**src/rtl/uart_pkg.sv**
```systemverilog
// Shared definitions for the memory-mapped UART transmitter: register
// addresses, STATUS bit layout, control-bit positions and the FSM state type.
package uart_pkg;

  localparam logic [31:0] DATA_ADDR   = 32'hFFFF_0010;
  localparam logic [31:0] STATUS_ADDR = 32'hFFFF_0014;

  localparam int STAT_FULL     = 0;
  localparam int STAT_EMPTY    = 1;
  localparam int STAT_BUSY     = 2;
  localparam int STAT_OVERFLOW = 3;
  localparam int STAT_IRQ      = 4;

  // Bits of a store to STATUS that clear the sticky flags.
  localparam int CLR_IRQ_BIT = 0;
  localparam int CLR_OVF_BIT = 3;

  typedef enum logic [1:0] {
    IDLE,
    START,
    DATA,
    STOP
  } tx_state_t;

endpackage

```
**src/rtl/uart_fifo.sv**
```systemverilog
// Synchronous FIFO with an occupancy counter; pointers wrap modulo DEPTH
// (DEPTH must be a power of two). A pop on a full FIFO frees a slot for a same-cycle push.
module uart_fifo #(
  parameter int WIDTH = 8,
  parameter int DEPTH = 4
) (
  input  logic                       clk,
  input  logic                       rst_n,
  input  logic                       i_push,
  input  logic [WIDTH-1:0]           i_data,
  input  logic                       i_pop,
  output logic [WIDTH-1:0]           o_data,
  output logic                       o_full,
  output logic                       o_empty,
  output logic [$clog2(DEPTH):0]     o_count
);

  localparam int AW = $clog2(DEPTH);
  localparam int CW = AW + 1;

  logic [WIDTH-1:0] r_mem [DEPTH];
  logic [AW-1:0]    r_wr_ptr;
  logic [AW-1:0]    r_rd_ptr;
  logic [CW-1:0]    r_count;
  logic             w_do_push;
  logic             w_do_pop;

  assign o_full    = (r_count == CW'(DEPTH));
  assign o_empty   = (r_count == '0);
  assign o_count   = r_count;
  assign o_data    = r_mem[r_rd_ptr];
  assign w_do_pop  = i_pop && !o_empty;
  assign w_do_push = i_push && (!o_full || w_do_pop);

  // NOTE: sequential state uses non-blocking assignments so every flop samples pre-edge values.
  always_ff @(posedge clk or negedge rst_n) begin
    if (!rst_n) begin
      r_wr_ptr <= '0;
      r_rd_ptr <= '0;
      r_count  <= '0;
    end else begin
      if (w_do_push) r_wr_ptr <= r_wr_ptr + AW'(1);
      if (w_do_pop)  r_rd_ptr <= r_rd_ptr + AW'(1);
      case ({w_do_push, w_do_pop})
        2'b10:   r_count <= r_count + CW'(1);
        2'b01:   r_count <= r_count - CW'(1);
        default: r_count <= r_count;
      endcase
    end
  end

  // NOTE: the storage array has no reset; occupancy alone decides which entries are valid.
  always_ff @(posedge clk) begin
    if (w_do_push) r_mem[r_wr_ptr] <= i_data;
  end

endmodule

```
**src/rtl/uart_tx_mmio.sv**
```systemverilog
// Memory-mapped 8N1 UART transmitter with a transmit FIFO, STATUS register and
// optional completion interrupt (enabled by defining UART_TX_IRQ_EN).
module uart_tx_mmio
  import uart_pkg::*;
#(
  parameter int CLKS_PER_BIT = 16,
  parameter int FIFO_DEPTH   = 4
) (
  input  logic        clk,
  input  logic        reset,
  input  logic [31:0] data,
  input  logic [31:0] address,
  input  logic        MemRead,
  input  logic        MemWrite,
  output logic [31:0] rdata,
  output logic        UartAddress,
  output logic        TxInterrupt,
  output logic        tx
);

  localparam int          CW       = $clog2(FIFO_DEPTH) + 1;
  localparam logic [15:0] BAUD_MAX = 16'(CLKS_PER_BIT - 1);

  tx_state_t     r_state;
  logic [15:0]   r_baud;
  logic [2:0]    r_bit;
  logic [7:0]    r_shift;
  logic          r_tx;
  logic          r_overflow;

  logic          w_hit_data;
  logic          w_hit_status;
  logic          w_data_store;
  logic          w_status_store;
  logic          w_baud_end;
  logic          w_stop_end;
  logic          w_pop;
  logic          w_full;
  logic          w_empty;
  logic [7:0]    w_head;
  logic [CW-1:0] w_count;
  logic          w_irq;
  logic [31:0]   w_status;
  logic          w_unused;

  assign w_hit_data     = (address == DATA_ADDR);
  assign w_hit_status   = (address == STATUS_ADDR);
  assign w_data_store   = MemWrite && w_hit_data;
  assign w_status_store = MemWrite && w_hit_status;
  assign w_baud_end     = (r_baud == BAUD_MAX);
  assign w_stop_end     = (r_state == STOP) && w_baud_end;
  // The head is taken when idle, or at the end of STOP so frames run back to back.
  assign w_pop          = !w_empty && ((r_state == IDLE) || w_stop_end);

  uart_fifo #(
    .WIDTH (8),
    .DEPTH (FIFO_DEPTH)
  ) u_fifo (
    .clk     (clk),
    .rst_n   (reset),
    .i_push  (w_data_store),
    .i_data  (data[7:0]),
    .i_pop   (w_pop),
    .o_data  (w_head),
    .o_full  (w_full),
    .o_empty (w_empty),
    .o_count (w_count)
  );

  always_ff @(posedge clk or negedge reset) begin
    if (!reset) begin
      r_state <= IDLE;
      r_baud  <= '0;
      r_bit   <= '0;
      r_shift <= '0;
      r_tx    <= 1'b1;
    end else begin
      case (r_state)
        IDLE: begin
          if (!w_empty) begin
            r_shift <= w_head;
            r_baud  <= '0;
            r_tx    <= 1'b0;
            r_state <= START;
          end
        end
        START: begin
          if (w_baud_end) begin
            r_baud  <= '0;
            r_bit   <= '0;
            r_tx    <= r_shift[0];
            r_state <= DATA;
          end else begin
            r_baud <= r_baud + 16'd1;
          end
        end
        DATA: begin
          if (w_baud_end) begin
            r_baud <= '0;
            if (r_bit == 3'd7) begin
              r_tx    <= 1'b1;
              r_state <= STOP;
            end else begin
              r_bit   <= r_bit + 3'd1;
              r_shift <= {1'b0, r_shift[7:1]};
              r_tx    <= r_shift[1];
            end
          end else begin
            r_baud <= r_baud + 16'd1;
          end
        end
        STOP: begin
          if (w_baud_end) begin
            r_baud <= '0;
            if (!w_empty) begin
              r_shift <= w_head;
              r_tx    <= 1'b0;
              r_state <= START;
            end else begin
              r_state <= IDLE;
            end
          end else begin
            r_baud <= r_baud + 16'd1;
          end
        end
        default: r_state <= IDLE;
      endcase
    end
  end

  // A store that finds the FIFO full is dropped, unless a dequeue happens in the same cycle.
  always_ff @(posedge clk or negedge reset) begin
    if (!reset) begin
      r_overflow <= 1'b0;
    end else if (w_data_store && w_full && !w_pop) begin
      r_overflow <= 1'b1;
    end else if (w_status_store && data[CLR_OVF_BIT]) begin
      r_overflow <= 1'b0;
    end
  end

`ifdef UART_TX_IRQ_EN
  logic r_irq;

  always_ff @(posedge clk or negedge reset) begin
    if (!reset) begin
      r_irq <= 1'b0;
    end else if (w_stop_end && w_empty) begin
      r_irq <= 1'b1;
    end else if (w_status_store && data[CLR_IRQ_BIT]) begin
      r_irq <= 1'b0;
    end
  end

  assign w_irq = r_irq;
`else
  assign w_irq = 1'b0;
`endif

  // NOTE: default every always_comb output first so no path can infer a latch.
  always_comb begin
    w_status                = '0;
    w_status[STAT_FULL]     = w_full;
    w_status[STAT_EMPTY]    = w_empty;
    w_status[STAT_BUSY]     = (r_state != IDLE);
    w_status[STAT_OVERFLOW] = r_overflow;
    w_status[STAT_IRQ]      = w_irq;
  end

  assign rdata       = (MemRead && w_hit_status) ? w_status : 32'h0;
  assign UartAddress = w_hit_data || w_hit_status;
  assign TxInterrupt = w_irq;
  assign tx          = r_tx;
  assign w_unused    = ^{data[31:8], w_count};

endmodule

```
**config.mk**
```make
export PLATFORM = sky130hd
export DESIGN_NAME = uart_tx_mmio
export DESIGN_NICKNAME = d
export VERILOG_FILES = /design/src/rtl/uart_pkg.sv /design/src/rtl/uart_fifo.sv /design/src/rtl/uart_tx_mmio.sv
export SDC_FILE = /design/constraint.sdc
export NUM_CORES = 1
export LEC_CHECK = 0
export ABC_AREA = 1
export BUFFER_PORTS_ARGS = -buffer_cell sky130_fd_sc_hd__buf_2
export CORE_ASPECT_RATIO = 0.8
export CORE_UTILIZATION = 59
export CTS_BUF_LIST = sky130_fd_sc_hd__clkbuf_8
export DETAILED_ROUTE_END_ITERATION = 10
export GPL_TIMING_DRIVEN = 0
export PLACE_DENSITY = 0.95
export SYNTH_ARGS = -nofsm -noshare
export SYNTH_HDL_FRONTEND = slang
export SYNTH_SLANG_ARGS = --single-unit
```
**constraint.sdc**
```tcl
create_clock -name clk -period 5.8 [get_ports clk]
set_input_delay 1.16 -clock clk [delete_from_list [all_inputs] [get_ports clk]]
set_output_delay 1.16 -clock clk [all_outputs]
set_load 0.01 [all_outputs]
```
==> impl_metrics.ini <==
[synthesis]
yosys.area_share.xor_xnor_pct = 2.19
ys_types = 38
synth_top_area_share_pct = 24.0
ys_seq_elements = 70
synth_top_family_by_area = simple AND/OR/NAND/NOR gates
synth_compound_area_share_pct = 8.18
synth_area_mm2 = 0.00401
yosys.area.top_type = edfxtp_1
syn_avg_cell_area_um2 = 8.33
synth-seq-area-share_pct = 47.7
synth-simple-area-share_pct = 25.3
synth.top_cells.by_area = edfxtp_1, dfrtp_1, nand2_1
synthMuxAreaShare_pct = 0
synthAdderAreaFrac_pct = 4.87
synth_warnings = 0
synth_cells = 481

[min_path]
whs_endpoint = tx
hp-class = reg -> reg
min-delay-start = tx
hold_depth = 2

[routing]
routedWlPerCell_um = 13.3
dr.pass1.iters = 5
drt_drc_violations_left = 0
wl_um = 8740
viasPerCell = 5.34
ant_nets = 0
vias = 3512
drtIter0Drc = 310

[clock_network]
ctsResizeCount = 0
tritoncts = done
clockBufferDepth = 2
root_buffer = clkbuf_8
cts.sinks = 70
htree_levels = 3
clock_latency_ns = 0.35
cts_buffers = 9
path_clk_slew_ns = 0.07
post-cts-setup-buffer-count = 0
postCtsHoldBufs = 0

[worst_setup_path]
start_kind = primary input
crit_required_ns = 4.64
cp_data_arrival_time_ns = 2.23
rrSetupSlack_ns = 3.00
cp-end-kind = output pin
rr_worst_depth = 12
reg2reg_to = u_fifo.o_count[2]
regToRegStartpoint = r_state[1]
critPathKind = in -> out
path_max_fanout = 4

[finish]
antennaDiodeCount = 0
nets = 652
final_common_cell = nand2_1
multiInputGateArea_mm2 = 0.00173
regArea_mm2 = 0.00191
final_cell_mix = nand2_1, inv_1, nor2_1, buf_2, nand3_1
layout-drive-gt1-share_pct = 20.6
area_delta_synth_final_pct = 17.3
nFillCells = 431

[die]
io_pins = 103
coreArea_mm2 = 0.00647
die-area_mm2 = 0.00713
start_util_pct = 61.9
die_h_um = 75.7
rows = 26
die_width_um = 94.1

[power]
peakVddDrop_mv = 0.193
p_sw_share_pct = 20.2
intPower_w = 0.000828
p_leak_nw = 2.26
totalPowerFinal_w = 0.00104
pwr-share-seq_pct = 50.0
pwr-share-comb_pct = 5.5
power_density_mw_per_mm2 = 221
p_sw_w = 0.000210
p_clk_share_pct = 44.5

[grt]
overflow = 0
antenna_found_initial = 0
grt_usage_pct = 26.7
grt_pass1_wl_um = 14200
grt_max_degree = 39
grt_pass1_vias = 3257

[sta]
maxSlewViolCount = 0
timing_hold_violations_final = 0
tightestPinTransition_ns = 0.843
fin_crit_sh_pct = 58.4
setup_viol = 0
grt_setup_unrepaired = no
setup_tns_ns = 0
min_period_ns = 3.39
clock_skew_ns = 0.00845
relSlewSlack_pct = 43.8
fmax_mhz = 295

[run]
drv_cap = 0

[place]
routabilityCongestion = 0.803
dp.final_hpwl_um = 6280
place.port_buffers = 49

[run_status]
status = finished, final reports clean
critical path, stage by stage:
cell and delay [ns]:
buf_2 0.08, nand2_1 0.05, nor2_1 0.09, nand2_1 0.06
nor2_1 0.23, nand4_1 0.25, nor2_1 0.15, buf_2 0.15
metal layers:
metal	global-route usage (%)	routed length [µm]	share of wire [%]
met5	0	0	0
met4	13.3	272	3.1
met3	7.98	713	8.2
met2	46.0	4380	50
met1	31.1	3380	39
cells in the mapped netlist, drive strengths merged:
cell type / n
or2: 2
nand4: 3
ha: 14
xor2: 8
o21ai: 37
a32o: 1
o22ai: 3
o2111ai: 1
conb: 1
xnor2: 2
nor3: 3
a31oi: 1
fa: 1
dfrtp: 37
edfxtp: 32
a21boi: 1
clkbuf: 2
nor2: 57
nand3b: 1
a21oi: 10
dfstp: 1
nand3: 45
buf: 34
o21a: 1
o21bai: 2
inv: 56
nand2: 125
sequential cells by signal, indices dropped and copies added (netlist names):
signal           flops
r_shift              8
tx                   1
u_fifo.r_wr_ptr      2
r_state              2
r_baud              16
u_fifo.r_rd_ptr      2
u_fifo.o_count       3
u_fifo.r_mem        32
r_overflow           1
r_bit                3
logic make-up (layout without fill, tap and decap cells):
| group | Yosys count | after routing |
|---|---|---|
| buf+inv | 92 | 157 |
| xor+xnor | 10 | 10 |
| compound gates | 57 | 57 |
| other cells | 1 | 29 |
| flops | 70 | 70 |
| simple gates | 236 | 236 |
| fa+ha+maj | 15 | 15 |
area by class of cell:
class / count / share of cell area [%]
Clock inverter: 7 / 2.40
Sequential cell: 70 / 40.7
Buffer: 36 / 5.46
Timing Repair Buffer: 49 / 5.22
Clock buffer: 9 / 2.64
Inverter: 56 / 4.47
Multi-Input combinational cell: 347 / 36.9
Tap cell: 84 / 2.24
how the worst max path moves through the flow:
stage	from	end	slack [ns]	cells after the start
4_1_cts	address[19]	rdata[3]	2.40	8
3_3_place_gp	address[17]	rdata[1]	2.43	8
3_5_place_dp	address[19]	rdata[3]	2.42	8
5_1_grt	address[20]	rdata[3]	2.28	8
6_report	address[17]	rdata[3]	2.41	8
2_1_floorplan	address[17]	rdata[0]	2.75	6
through the flow:
stage | util, % | hold slack [ns] | instance area [µm²] | setup slack, ns | cells
2_1_floorplan | - | 0.457 | 4110 | 2.75 | 509
3_3_place_gp | 68.9 | 0.457 | 4460 | 2.43 | 642
3_5_place_dp | 68.9 | 0.467 | 4460 | 2.42 | 642
4_1_cts | 72.6 | 0.502 | 4700 | 2.40 | 658
5_1_grt | 72.6 | 0.523 | 4700 | 2.28 | 658
6_report | 72.6 | 0.517 | 4700 | 2.41 | 658
power groups by stage:
stage,Clock (W),Combinational [W],Sequential (W)
floorplan,0,0.0000309,0.000529
global placement,0,0.0000540,0.000529
detailed placement,0,0.0000562,0.000529
CTS,0.000466,0.0000562,0.000519
global route,0.000487,0.0000650,0.000519
finish,0.000462,0.0000569,0.000519
No activity file was read; power rests on OpenSTA's default activity.
